<file path="config.mk">
export PLATFORM = sky130hd
export DESIGN_NAME = claa_seq
export DESIGN_NICKNAME = d
export VERILOG_FILES = /design/src/rtl/adders_pkg.sv /design/src/rtl/claa_slice.sv /design/src/rtl/claa_seq.sv
export SDC_FILE = /design/constraint.sdc
export NUM_CORES = 1
export LEC_CHECK = 0
export ABC_AREA = 1
export CORE_UTILIZATION = 45
export DETAILED_ROUTE_END_ITERATION = 16
export PLACE_DENSITY = 0.7
export SLEW_MARGIN = 10
export SYNTH_ARGS = -nofsm -noshare
export SYNTH_HDL_FRONTEND = slang
export SYNTH_HIERARCHICAL = 1
export SYNTH_SLANG_ARGS = --single-unit
</file>
<file path="constraint.sdc">
create_clock -name clk_i -period 4 [get_ports clk_i]
set_input_delay 1 -clock clk_i [delete_from_list [all_inputs] [get_ports clk_i]]
set_output_delay 1 -clock clk_i [all_outputs]
set_load 0.1 [all_outputs]
</file>
<file path="src/rtl/adders_pkg.sv">
`default_nettype none
// +------------------------------------------------------------------+
// | adders_pkg : shared types/helpers for the sequential adders      |
// | Rev 1.0                                                          |
// +------------------------------------------------------------------+
package adders_pkg;

    typedef enum logic [1:0] {
        S_IDLE = 2'd0,
        S_RUN  = 2'd1,
        S_DONE = 2'd2
    } state_e;

    // Slice counter width; the extra bit leaves room for a k == NSLICE value.
    function automatic int cnt_width(input int nslice);
        return $clog2(nslice) + 1;
    endfunction

endpackage : adders_pkg
`default_nettype wire

</file>
<file path="src/rtl/claa_slice.sv">
`default_nettype none
// +------------------------------------------------------------------+
// | claa_slice : CHUNK-bit combinational carry-lookahead adder       |
// | Rev 1.0                                                          |
// +------------------------------------------------------------------+
module claa_slice #(
    parameter int CHUNK = 8
) (
    input  logic [CHUNK-1:0] a_i,
    input  logic [CHUNK-1:0] b_i,
    input  logic             c_i,
    output logic [CHUNK-1:0] s_o,
    output logic             c_o
);

    logic [CHUNK-1:0] w_p;
    logic [CHUNK-1:0] w_g;
    logic [CHUNK:0]   w_c;

    assign w_p = a_i ^ b_i;
    assign w_g = a_i & b_i;

    // Each carry is a flat sum of generate terms gated by propagate prefixes,
    // so no carry depends on a lower computed carry.
    always_comb begin : p_lookahead
        logic v_pp;
        logic v_c;
        w_c    = '0;
        w_c[0] = c_i;
        v_pp   = 1'b0;
        v_c    = 1'b0;
        for (int i = 0; i < CHUNK; i++) begin
            v_c  = w_g[i];
            v_pp = w_p[i];
            for (int j = i - 1; j >= 0; j--) begin
                v_c  = v_c | (v_pp & w_g[j]);
                v_pp = v_pp & w_p[j];
            end
            v_c        = v_c | (v_pp & c_i);
            w_c[i + 1] = v_c;
        end
    end

    assign s_o = w_p ^ w_c[CHUNK-1:0];
    assign c_o = w_c[CHUNK];

endmodule : claa_slice
`default_nettype wire

</file>
<file path="src/rtl/claa_seq.sv">
`default_nettype none
// +------------------------------------------------------------------+
// | claa_seq : multi-cycle adder/subtractor, one CHUNK slice / cycle |
// | Rev 1.0                                                          |
// +------------------------------------------------------------------+
module claa_seq
    import adders_pkg::*;
#(
    parameter int WIDTH = 32,
    parameter int CHUNK = 8
) (
    input  logic             clk_i,
    input  logic             rst_i,
    input  logic             start_valid_i,
    output logic             start_ready_o,
    input  logic [WIDTH-1:0] a_i,
    input  logic [WIDTH-1:0] b_i,
    input  logic             c_i,
    input  logic             sub_i,
    output logic             res_valid_o,
    input  logic             res_ready_i,
    output logic [WIDTH-1:0] s_o,
    output logic             c_o,
    output logic             ovf_o
);

    localparam int SAFE_CHUNK = (CHUNK >= 1) ? CHUNK : 1;
    localparam int NSLICE     = WIDTH / SAFE_CHUNK;
    localparam int CW         = cnt_width(NSLICE);
    localparam logic [CW-1:0] LAST_K = CW'(NSLICE - 1);

    generate
        if ((CHUNK < 1) || ((WIDTH % SAFE_CHUNK) != 0)) begin : g_bad_params
            $error("claa_seq: WIDTH must be a multiple of CHUNK and CHUNK >= 1");
        end
    endgenerate

    state_e           state_q, state_d;
    logic [WIDTH-1:0] a_q, a_d;
    logic [WIDTH-1:0] b_q, b_d;
    logic             carry_q, carry_d;
    logic [CW-1:0]    k_q, k_d;
    logic [WIDTH-1:0] s_q, s_d;
    logic             co_q, co_d;
    logic             ovf_q, ovf_d;

    logic [CHUNK-1:0] w_a_sl;
    logic [CHUNK-1:0] w_b_sl;
    logic [CHUNK-1:0] w_sum;
    logic             w_cout;

    always_comb begin
        w_a_sl = '0;
        w_b_sl = '0;
        for (int i = 0; i < NSLICE; i++) begin
            if (k_q == CW'(i)) begin
                w_a_sl = a_q[i*CHUNK +: CHUNK];
                w_b_sl = b_q[i*CHUNK +: CHUNK];
            end
        end
    end

    claa_slice #(
        .CHUNK (CHUNK)
    ) u_slice (
        .a_i (w_a_sl),
        .b_i (w_b_sl),
        .c_i (carry_q),
        .s_o (w_sum),
        .c_o (w_cout)
    );

    always_ff @(posedge clk_i or posedge rst_i) begin
        if (rst_i) begin
            state_q <= S_IDLE;
            a_q     <= '0;
            b_q     <= '0;
            carry_q <= 1'b0;
            k_q     <= '0;
            s_q     <= '0;
            co_q    <= 1'b0;
            ovf_q   <= 1'b0;
        end else begin
            state_q <= state_d;
            a_q     <= a_d;
            b_q     <= b_d;
            carry_q <= carry_d;
            k_q     <= k_d;
            s_q     <= s_d;
            co_q    <= co_d;
            ovf_q   <= ovf_d;
        end
    end

    always_comb begin
        state_d = state_q;
        a_d     = a_q;
        b_d     = b_q;
        carry_d = carry_q;
        k_d     = k_q;
        s_d     = s_q;
        co_d    = co_q;
        ovf_d   = ovf_q;
        case (state_q)
            S_IDLE: begin
                if (start_valid_i) begin
                    a_d     = a_i;
                    b_d     = sub_i ? ~b_i : b_i;
                    carry_d = sub_i | c_i;
                    k_d     = '0;
                    state_d = S_RUN;
                end
            end
            S_RUN: begin
                for (int i = 0; i < NSLICE; i++) begin
                    if (k_q == CW'(i)) begin
                        s_d[i*CHUNK +: CHUNK] = w_sum;
                    end
                end
                carry_d = w_cout;
                k_d     = k_q + CW'(1);
                if (k_q == LAST_K) begin
                    state_d = S_DONE;
                    co_d    = w_cout;
                    // The top slice's sum MSB is the result sign bit.
                    ovf_d   = (a_q[WIDTH-1] == b_q[WIDTH-1]) &&
                              (w_sum[CHUNK-1] != a_q[WIDTH-1]);
                end
            end
            S_DONE: begin
                if (res_ready_i) begin
                    state_d = S_IDLE;
                end
            end
            default: state_d = S_IDLE;
        endcase
    end

    assign start_ready_o = (state_q == S_IDLE);
    assign res_valid_o   = (state_q == S_DONE);
    assign s_o           = s_q;
    assign c_o           = co_q;
    assign ovf_o         = ovf_q;

endmodule : claa_seq
`default_nettype wire
</file>
Word level (Yosys, flattened, before mapping) --
Cells that the tools add are included.
Operators by class: equality and inequality tests 10, mux-type cells 17, $add $sub $neg 1, bitwise gates (word level) 105, reduce and logical (&&, ||, !) cells 11
Operator list (count):
- bitwise AND 1 bit | 64
- 2-to-1 mux 8 bit | 8
- OR 1 bit | 37
- 2-to-1 mux 32 bit | 1
- NOT 32 bit | 1
- XOR 8 bit | 2
- AND reduction 2 bit | 6
- bitwise AND 8 bit | 1
- equality test 3 x 2 -> 1 bit (second input constant) | 2
- 2-to-1 mux 2 bit | 3
- case mux 2 bit (3 select lines) | 1
- case mux 3 bit (2 select lines) | 1
- inequality test 2 bit (second input constant) | 2
- adder 3 x 1 -> 3 bit (second input constant) | 1
- equality test 3 x 1 -> 1 bit (second input constant) | 1
- zero test 3 bit | 1
- 2-to-1 mux 3 bit | 1
- AND reduction 3 bit | 1
- equality test 2 x 1 -> 1 bit (second input constant) | 1
- equality test 2 bit (second input constant) | 1
- zero test 2 bit | 1
- inequality test 2 x 1 -> 1 bit (second input constant) | 1
- case mux 1 bit (2 select lines) | 1
- nonzero test 2 bit | 1
- other kinds (4) | 4
Word-level totals: word-level logic and storage cells 155, register bits 104, output and inout bits 36

Logic depth before layout (Yosys ltp) --
Gate-level depths: netlist (run 1).
word-level depth 17, gate-level depth with buffers 25

Cells and area by module --
Netlist (run 1), hierarchy kept.
By module, submodules not included:
- claa_seq | times used 1, cells each 626, area each 5133.7 µm², sequential area each 2602.5 µm²
- claa_slice | times used 1, cells each 85, area each 520.5 µm², sequential area each 0.0 µm²

Worst setup path before layout (run 1) --
Ideal clock, no wire load.
kind reg-to-reg, start register k_q[2], end register ovf_q, in the netlist ovf_o, period minus slack after synthesis 2.837 ns, library setup time 0.068 ns, cell stages (with the launch flop) 26, path slack 1.163 ns, data arrival time 2.770 ns, path buffers 4, cell sequence dfrtp_1 > inv_2 > buf_2 > ha_1 > buf_2 > inv_2 > buf_2 > nand2_1 > inv_1 > nand2_1 > nand2_1 > ha_1 > buf_6 > nand2_1 > inv_2 > a21oi_1 > nand2_1 > inv_2 > nand3_2 > nand2_1 > nand2_1 > inv_1 > nand3_1 > o21ai_0 > nand2_1 > nand2_1
On the way: cells in the longest elaborated chain, start to end 17, elaborated cells between the ends (all ways) 38, those cells by class eq/ne: 4; mux: 8; bitwise: 23; reduce/logical: 3
RTL lines:
- from (decl) | line claa_seq.sv:42 | logic [CW-1:0] k_q, k_d;
- from (signal assigned) | line claa_seq.sv:88 | k_q <= k_d;
- zero test 3 bit | line claa_seq.sv:56 | if (k_q == CW'(i)) begin
- 2-to-1 mux 8 bit (3 in a row) | line claa_seq.sv:56
- 2-to-1 mux 8 bit (*) | line claa_seq.sv:56
- net w_a_sl[5] | line claa_seq.sv:47 | logic [CHUNK-1:0] w_a_sl;
- bitwise AND 8 bit or XOR 8 bit (tied branches) | line claa_slice.sv:21, claa_slice.sv:20
- bitwise AND 1 bit, on equally long branches | line claa_slice.sv:36, claa_slice.sv:37
- OR 1 bit, or another cell as far along (5 in a row) | line claa_slice.sv:36 | v_c = v_c | (v_pp & w_g[j]);
- OR 1 bit or bitwise AND 1 bit (tied branches) | line claa_slice.sv:36, claa_slice.sv:39
- OR 1 bit (*) | line claa_slice.sv:39 | v_c = v_c | (v_pp & c_i);
- XOR 8 bit (*) | line claa_slice.sv:44 | assign s_o = w_p ^ w_c[CHUNK-1:0];
- net w_sum[7] | line claa_seq.sv:49 | logic [CHUNK-1:0] w_sum;
- inequality test 1 bit (*) | line claa_seq.sv:127 | (w_sum[CHUNK-1] != a_q[WIDTH-1]);
- logical AND 1 bit (*) | line claa_seq.sv:126 | ovf_d = (a_q[WIDTH-1] == b_q[WIDTH-1]) &&
- to (signal assigned) | line claa_seq.sv:91 | ovf_q <= ovf_d;
- to (decl) | line claa_seq.sv:45 | logic ovf_q, ovf_d;
Mark *: on every way through the listed nets, which the timed path passes. The rest lies on a longest branch. A chain may end at the register's enable or synchronous reset.

Final worst setup path (run 1) --
start register k_q[0], end register ovf_q, in the netlist ovf_o
On the way: elaborated cells between the ends (all ways) 38, those cells by class eq/ne: 4; mux: 8; bitwise: 23; reduce/logical: 3
RTL lines:
- zero test 3 bit | line claa_seq.sv:56
- 2-to-1 mux 8 bit (3 in a row) | line claa_seq.sv:56
- 2-to-1 mux 8 bit (*) | line claa_seq.sv:56
- net w_b_sl[3] | line claa_seq.sv:48 | logic [CHUNK-1:0] w_b_sl;
- bitwise AND 8 bit or XOR 8 bit (tied branches) | line claa_slice.sv:21, claa_slice.sv:20
- bitwise AND 1 bit, on equally long branches | line claa_slice.sv:36, claa_slice.sv:37
- OR 1 bit, or another cell as far along (3 in a row) | line claa_slice.sv:36
- OR 1 bit or bitwise AND 1 bit (tied branches) | line claa_slice.sv:36, claa_slice.sv:39
- OR 1 bit (*) | line claa_slice.sv:39
- XOR 8 bit (*) | line claa_slice.sv:44
- net w_sum[7] | line claa_seq.sv:49
- inequality test 1 bit (*) | line claa_seq.sv:127
- logical AND 1 bit (*) | line claa_seq.sv:126
Marks and branches as above.

==> impl_metrics.json, run 1 <==
{
  "synthCells": 711,
  "critical_path.max_fanout": 18,
  "path_delay_family": "simple AND/OR/NAND/NOR gates",
  "wl_per_cell_um": 13.17,
  "relSlewSlack_pct": 34.00,
  "critPathArrivalTime_ns": 3.35,
  "fin_area_mm2": 0.007051,
  "vias": 4620,
  "nets": 882,
  "crit_path_cell_trace": "inv_1 > ha_1 > inv_1 > nor2_4 > inv_1 > nand3_1 > nand2_1 > nand2_1 > ha_1 > nand2_2 > nor2_4 > nand3_2 > nand2_1 > inv_2 > nand3_2 > nand2_1 > nand2_1 > inv_1 > nand3_1 > o21ai_0 > nand2_1 > nand2_1",
  "drt_iter0_drc": 276,
  "start_util_pct": 46.68,
  "cp_common_cell": "nand2_1",
  "cts_setup_buffers": 0,
  "synth_area_mm2": 0.005654,
  "maxCapViolations": 0,
  "placed_area_mm2": 0.006730,
  "path_buf_inv": 5,
  "clockBufferDepth": 2,
  "clock_latency_ns": 0.35,
  "grt_max_degree": 82,
  "worst_pin_slew_ns": 0.9869,
  "hold_buffers": 0,
  "status": "complete, no violations",
  "grt_pass1_wl_um": 21690,
  "cts_resized": 0,
  "viasPerCell": 4.763,
  "rsz0062_at_grt": "no",
  "drtPass1Iterations": 4,
  "setup.worst_path.end_class": "register",
  "drt_wl_total_um": 12780,
  "slew_viol_final": 0,
  "pin_count": 106,
  "rows": 40,
  "grt_pass1_vias": 4565,
  "clock_sinks": 104,
  "synth.avg_cell_area_um2": 7.952,
  "track_usage_pct": 21.26,
  "required_ns": 4.24,
  "dp_cells": 954,
  "cts_tree": "done",
  "port_buffers": 105,
  "antennaDiodeCount": 0,
  "dpl.hpwl_um": 9697,
  "antenna_found_initial": 0,
  "finalNonFillerCells": 970,
  "fin_skew_ns": 0.008328,
  "cts_made_buffers": 9,
  "synth_seq_cells": 104,
  "grt_overflow": 0,
  "critPathLaunchType": "register",
  "min_period_ns": 3.105,
  "ant_nets": 0,
  "setup_viol_count_final": 0,
  "final_cell_mix": "nand2_1 (261), dfrtp_1 (104), clkdlybuf4s50_1 (102), inv_1 (73), o21ai_0 (71)",
  "max_freq_ghz": 0.3220,
  "timing.final.crit_share_pct": 77.63,
  "final.setup.tns_ns": 0,
  "ys_warn_count": 6,
  "die-area_mm2": 0.01302,
  "clk_pin_slew_worst_paths_ns": 0.07,
  "post-route-util_pct": 58.21,
  "die_x_um": 114.1,
  "place_congestion": 0.8875,
  "cpPeakStageDelay_ns": 0.43,
  "drive_gt1_share_pct": 8.229,
  "synth_fp_nets": 796,
  "final-hold-violation-count": 0,
  "path_class": "register to register",
  "cts_root_buffer": "clkbuf_16",
  "fp.dieH_um": 114.1,
  "cp_slowest_cell": "dfrtp_1",
  "ys_types": 31,
  "core_area_mm2": 0.01211,
  "syn2layout_area_growth_pct": 24.70,
  "htree_num_levels": 3,
  "mostFrequentLayoutCell": "nand2_1",
  "ys_seq_area_share_pct": 46.03,
  "drc": 0,
  "hp-class": "register to register"
}
-- cells in the mapped netlist --
cell      number  area share (%)
o22ai_1        1            0.11
o21ai_2       15             2.3
clkbuf_2       4            0.35
dfrtp_1      104              46
o21ai_0       71             6.3
and3_2         1            0.13
nand3_2        4            0.71
xor2_1         4            0.62
clkbuf_1       3            0.20
inv_2          7            0.46
nand4_1        4            0.44
nand3b_1       1            0.13
nand3_4        1            0.31
nand2_4        4            0.80
xnor2_1       32             5.0
inv_6          1            0.15
nor3_1         1           0.088
buf_4          5            0.66
o31ai_1        1            0.13
nor2_2         1            0.11
buf_2         16             1.4
fa_1           1            0.35
a21oi_1        2            0.18
inv_1         74             4.9
ha_1          14             3.1
buf_6          7             1.4
nand3_1       42             3.7
nand2_2        3            0.33
nand2_1      261              17
nor2_1        22             1.5
nor2_4         4            0.80
-- cell families after synthesis --
family	Yosys count	synth area share [%]
simple gates	349	26.36
buf+inv	117	9.560
flops	104	46.03
compound gates	90	9.029
xor+xnor	36	5.576
fa+ha+maj	15	3.452
-- path summary, 6_finish.rpt --
kind                        start       to  slack (ns)  cells past startpoint
setup reg to reg           k_q[0]    ovf_o        0.89                     22
hold reg to reg            a_q[8]   a_q[8]        0.48                      2
hold / removal             a_q[8]   a_q[8]        0.48                      2
max in group asynchronous   rst_i  s_o[14]        2.28                      3
min in group asynchronous   rst_i  a_q[17]        1.06                      2
setup / recovery           k_q[0]    ovf_o        0.89                     22
-- stage by stage --
stage / hold WS, ns / setup WS [ns]
after floorplan: 0.4487 / 0.2678
after global placement: 0.4664 / 1.104
after detailed placement: 0.4658 / 0.9506
after CTS: 0.4851 / 0.9221
after global routing: 0.5048 / 0.5220
final: 0.4832 / 0.8948
-- layout make-up --
type / count / area [um^2]
Multi-Input combinational cell: 490 / 2511
Fill cell: 1132 / 5061
Clock inverter: 7 / 95.09
Tap cell: 168 / 210.2
Timing Repair Buffer: 110 / 1091
Sequential cell: 104 / 2603
Inverter: 82 / 315.3
Clock buffer: 9 / 225.2
-- flip-flops by register name, indices dropped and copies added, names as in the netlist --
| name | count |
|---|---|
| b_q | 32 |
| state_q | 2 |
| k_q | 3 |
| carry_q | 1 |
| a_q | 32 |
| s_o | 32 |
| c_o | 1 |
| ovf_o | 1 |
-- layer usage --
layer | vias to the layer above | share of wire (%) | GRT usage (%)
li1 | 2373 | - | -
met1 | 2097 | 46 | 28.21
met2 | 125 | 46 | 34.63
met3 | 25 | 5.3 | 3.282
met4 | 0 | 2.5 | 9.351
met5 | - | 0 | 0
-- worst reg2reg max path: stages (launching register included) --
cell	delay, ns
dfrtp_1	0.43
inv_1	0.10
ha_1	0.15
inv_1	0.06
nor2_4	0.34
inv_1	0.34
nand3_1	0.22
nand2_1	0.07
nand2_1	0.06
ha_1	0.29
nand2_2	0.12
nor2_4	0.12
nand3_2	0.07
nand2_1	0.08
inv_2	0.04
nand3_2	0.06
nand2_1	0.05
nand2_1	0.07
inv_1	0.09
nand3_1	0.07
o21ai_0	0.08
nand2_1	0.07
nand2_1	0.04
Power of run 1 is not shown: default switching activity piles up to over one toggle a cycle in this logic, so the estimate is an artifact.
==> run 2, diff against run 1 <==
--- a/config.mk
+++ b/config.mk
@@ -8,7 +8,7 @@
 export ABC_AREA = 1
 export CORE_UTILIZATION = 45
 export DETAILED_ROUTE_END_ITERATION = 16
-export PLACE_DENSITY = 0.7
+export PLACE_DENSITY = 0.73
 export SLEW_MARGIN = 10
 export SYNTH_ARGS = -nofsm -noshare
 export SYNTH_HDL_FRONTEND = slang
==> constraint.sdc (replaced) <==
create_clock -name clk_i -period 2.82 [get_ports clk_i]
set_input_delay 0.705 -clock clk_i [delete_from_list [all_inputs] [get_ports clk_i]]
set_output_delay 0.705 -clock clk_i [all_outputs]
set_load 0.1 [all_outputs]
==> run 2 against run 1 <==
  * Count of clock-buffer cells in the layout is 1 higher
  * Worst hold slack hardly changed
  * Critical endpoint unchanged
  * Die area stayed put
  * Sequential share of layout area is 0.95 points lower
  * Setup slack worse by 0.76 ns
  * Clock skew is 0.0018 ns lower
  * Critical path depth is 1 lower
  * Via count is 4.1% higher
  * Routed wire length is 3.6% higher
  * Register-to-register slack worse by 0.76 ns
  * Fmax is 16% higher
==> impl_metrics.json, run 2 (synthesis gave the netlist of run 1 again) <==
{
  "clk_pin_slew_worst_paths_ns": 0.07,
  "relSlewSlack_pct": 63.57,
  "max_freq_ghz": 0.3727,
  "grt_pass1_vias": 4660,
  "ant_nets": 0,
  "dpl.hpwl_um": 9558,
  "place_congestion": 0.9245,
  "cp_slowest_cell": "dfrtp_1",
  "pin_count": 106,
  "vias": 4809,
  "maxCapViolations": 0,
  "die-area_mm2": 0.01302,
  "grt_max_degree": 105,
  "grt_overflow": 0,
  "r2r_start": "k_q[0]",
  "drc": 0,
  "ff2ff_path_depth": 21,
  "critPathLaunchType": "register",
  "grt_pass1_wl_um": 22050,
  "wl_per_cell_um": 13.47,
  "fill_cells": 1081,
  "critPathArrivalTime_ns": 2.93,
  "status": "complete, no violations",
  "start_util_pct": 46.68,
  "track_usage_pct": 21.67,
  "setup.worst_path.end_class": "register",
  "path_buf_inv": 5,
  "fp.dieH_um": 114.1,
  "cts_tree": "done",
  "clockBufferDepth": 2,
  "drt_wl_total_um": 13230,
  "path_class": "register to register",
  "path_delay_family": "simple AND/OR/NAND/NOR gates",
  "core_area_mm2": 0.01211,
  "min_period_ns": 2.683,
  "required_ns": 3.07,
  "cpPeakStageDelay_ns": 0.43,
  "hp-class": "register to register",
  "cts_made_buffers": 9,
  "crit_path_cell_trace": "inv_2 > ha_1 > inv_1 > nor2_4 > buf_6 > nand2_1 > nand2_1 > inv_1 > nand2_1 > nand2_2 > ha_4 > nand3_2 > nand3b_1 > nand3_2 > nand2_1 > nand2_2 > inv_2 > nand3_1 > o21ai_1 > nand2_1 > nand2_1",
  "nets": 895,
  "drtPass1Iterations": 6,
  "drt_iter0_drc": 312,
  "worstHoldStart": "a_q[24]",
  "clock_latency_ns": 0.35,
  "final.setup.tns_ns": 0,
  "setup_viol_count_final": 0,
  "fin_skew_ns": 0.006537,
  "port_buffers": 105,
  "htree_num_levels": 3,
  "rr_endpoint": "ovf_o",
  "hold_end": "a_q[24]",
  "slew_viol_final": 0,
  "antenna_found_initial": 0,
  "drive_gt1_share_pct": 17.69,
  "rsz0062_at_grt": "yes",
  "final-hold-violation-count": 0,
  "worst_pin_slew_ns": 0.5464,
  "hold_depth": 2,
  "final_cell_mix": "nand2_1 (247), dfrtp_1 (104), o21ai_0 (70), inv_1 (68), clkdlybuf4s50_1 (68)",
  "syn2layout_area_growth_pct": 27.99,
  "viasPerCell": 4.897,
  "critical_path.max_fanout": 7,
  "die_x_um": 114.1,
  "r2r_slack_ns": 0.14,
  "timing.final.crit_share_pct": 95.15,
  "cp_common_cell": "nand2_1",
  "rows": 40,
  "antennaDiodeCount": 0,
  "clock_sinks": 104,
  "cts_root_buffer": "clkbuf_16",
  "mostFrequentLayoutCell": "nand2_1"
}
## run 2: cell types whose count changed in the layout (fill, tap and decap cells not counted), sizes merged
cell / change
buf: +47
clkdlybuf4s50: -34
bufinv: -2
clkbuf: +1
clkinv: +1
inv: -1
## run 2: tightest hold or removal path: stages, from the launching register on
cell	delay [ns]
dfrtp_1	0.34
nand2_1	0.06
nand2_1	0.05
## run 2: what timing repair did
item	CTS	global route
pin swaps	0	9
setup endpoints to repair	4	24
resized for setup	4	39
hold buffers	0	0
buffers inserted	0	4
## run 2: worst max path at each step
stage / cells past startpoint / end / start
after floorplan: 25 / ovf_o / k_q[2]
after global placement: 24 / ovf_o / k_q[0]
after detailed placement: 22 / ovf_o / k_q[1]
after CTS: 18 / s_o[19] / k_q[0]
after global routing: 24 / ovf_o / k_q[0]
final: 21 / ovf_o / k_q[0]
## run 2: area by class of cell
cell class	instances	area (um^2)	area share, %
timing repair buffer	123	1161	16.04
sequential	104	2603	35.96
clock inverter	5	32.53	0.4495
inverter	82	319.1	4.409
multi-input combinational	490	2673	36.93
clock buffer	10	239.0	3.302
tap	168	210.2	2.905
## run 2: per-stage QoR
step                instances  setup WS (ns)  hold WS [ns]  utilization, %  cell area (um^2)
floorplan                 711        0.01983        0.4487               -              5660
global placement          963        0.07121        0.4565           55.85              6764
detailed placement        963       -0.01218        0.4661           55.85              6764
CTS                       978       0.006166        0.4844           58.17              7046
global route              982       -0.06961        0.5017           59.75              7237
finish                    982         0.1366        0.4834           59.75              7237
## run 2: metal layers
layer  track usage (%)  vias up  routed length (um)
met5                 0        -                   0
met2             34.95      121                6386
met3             3.653       16                 580
met4             8.225        0                 223
met1             29.34     2269                6042
li1                  -     2403                   -
Power of run 2 is left out for the same reason.
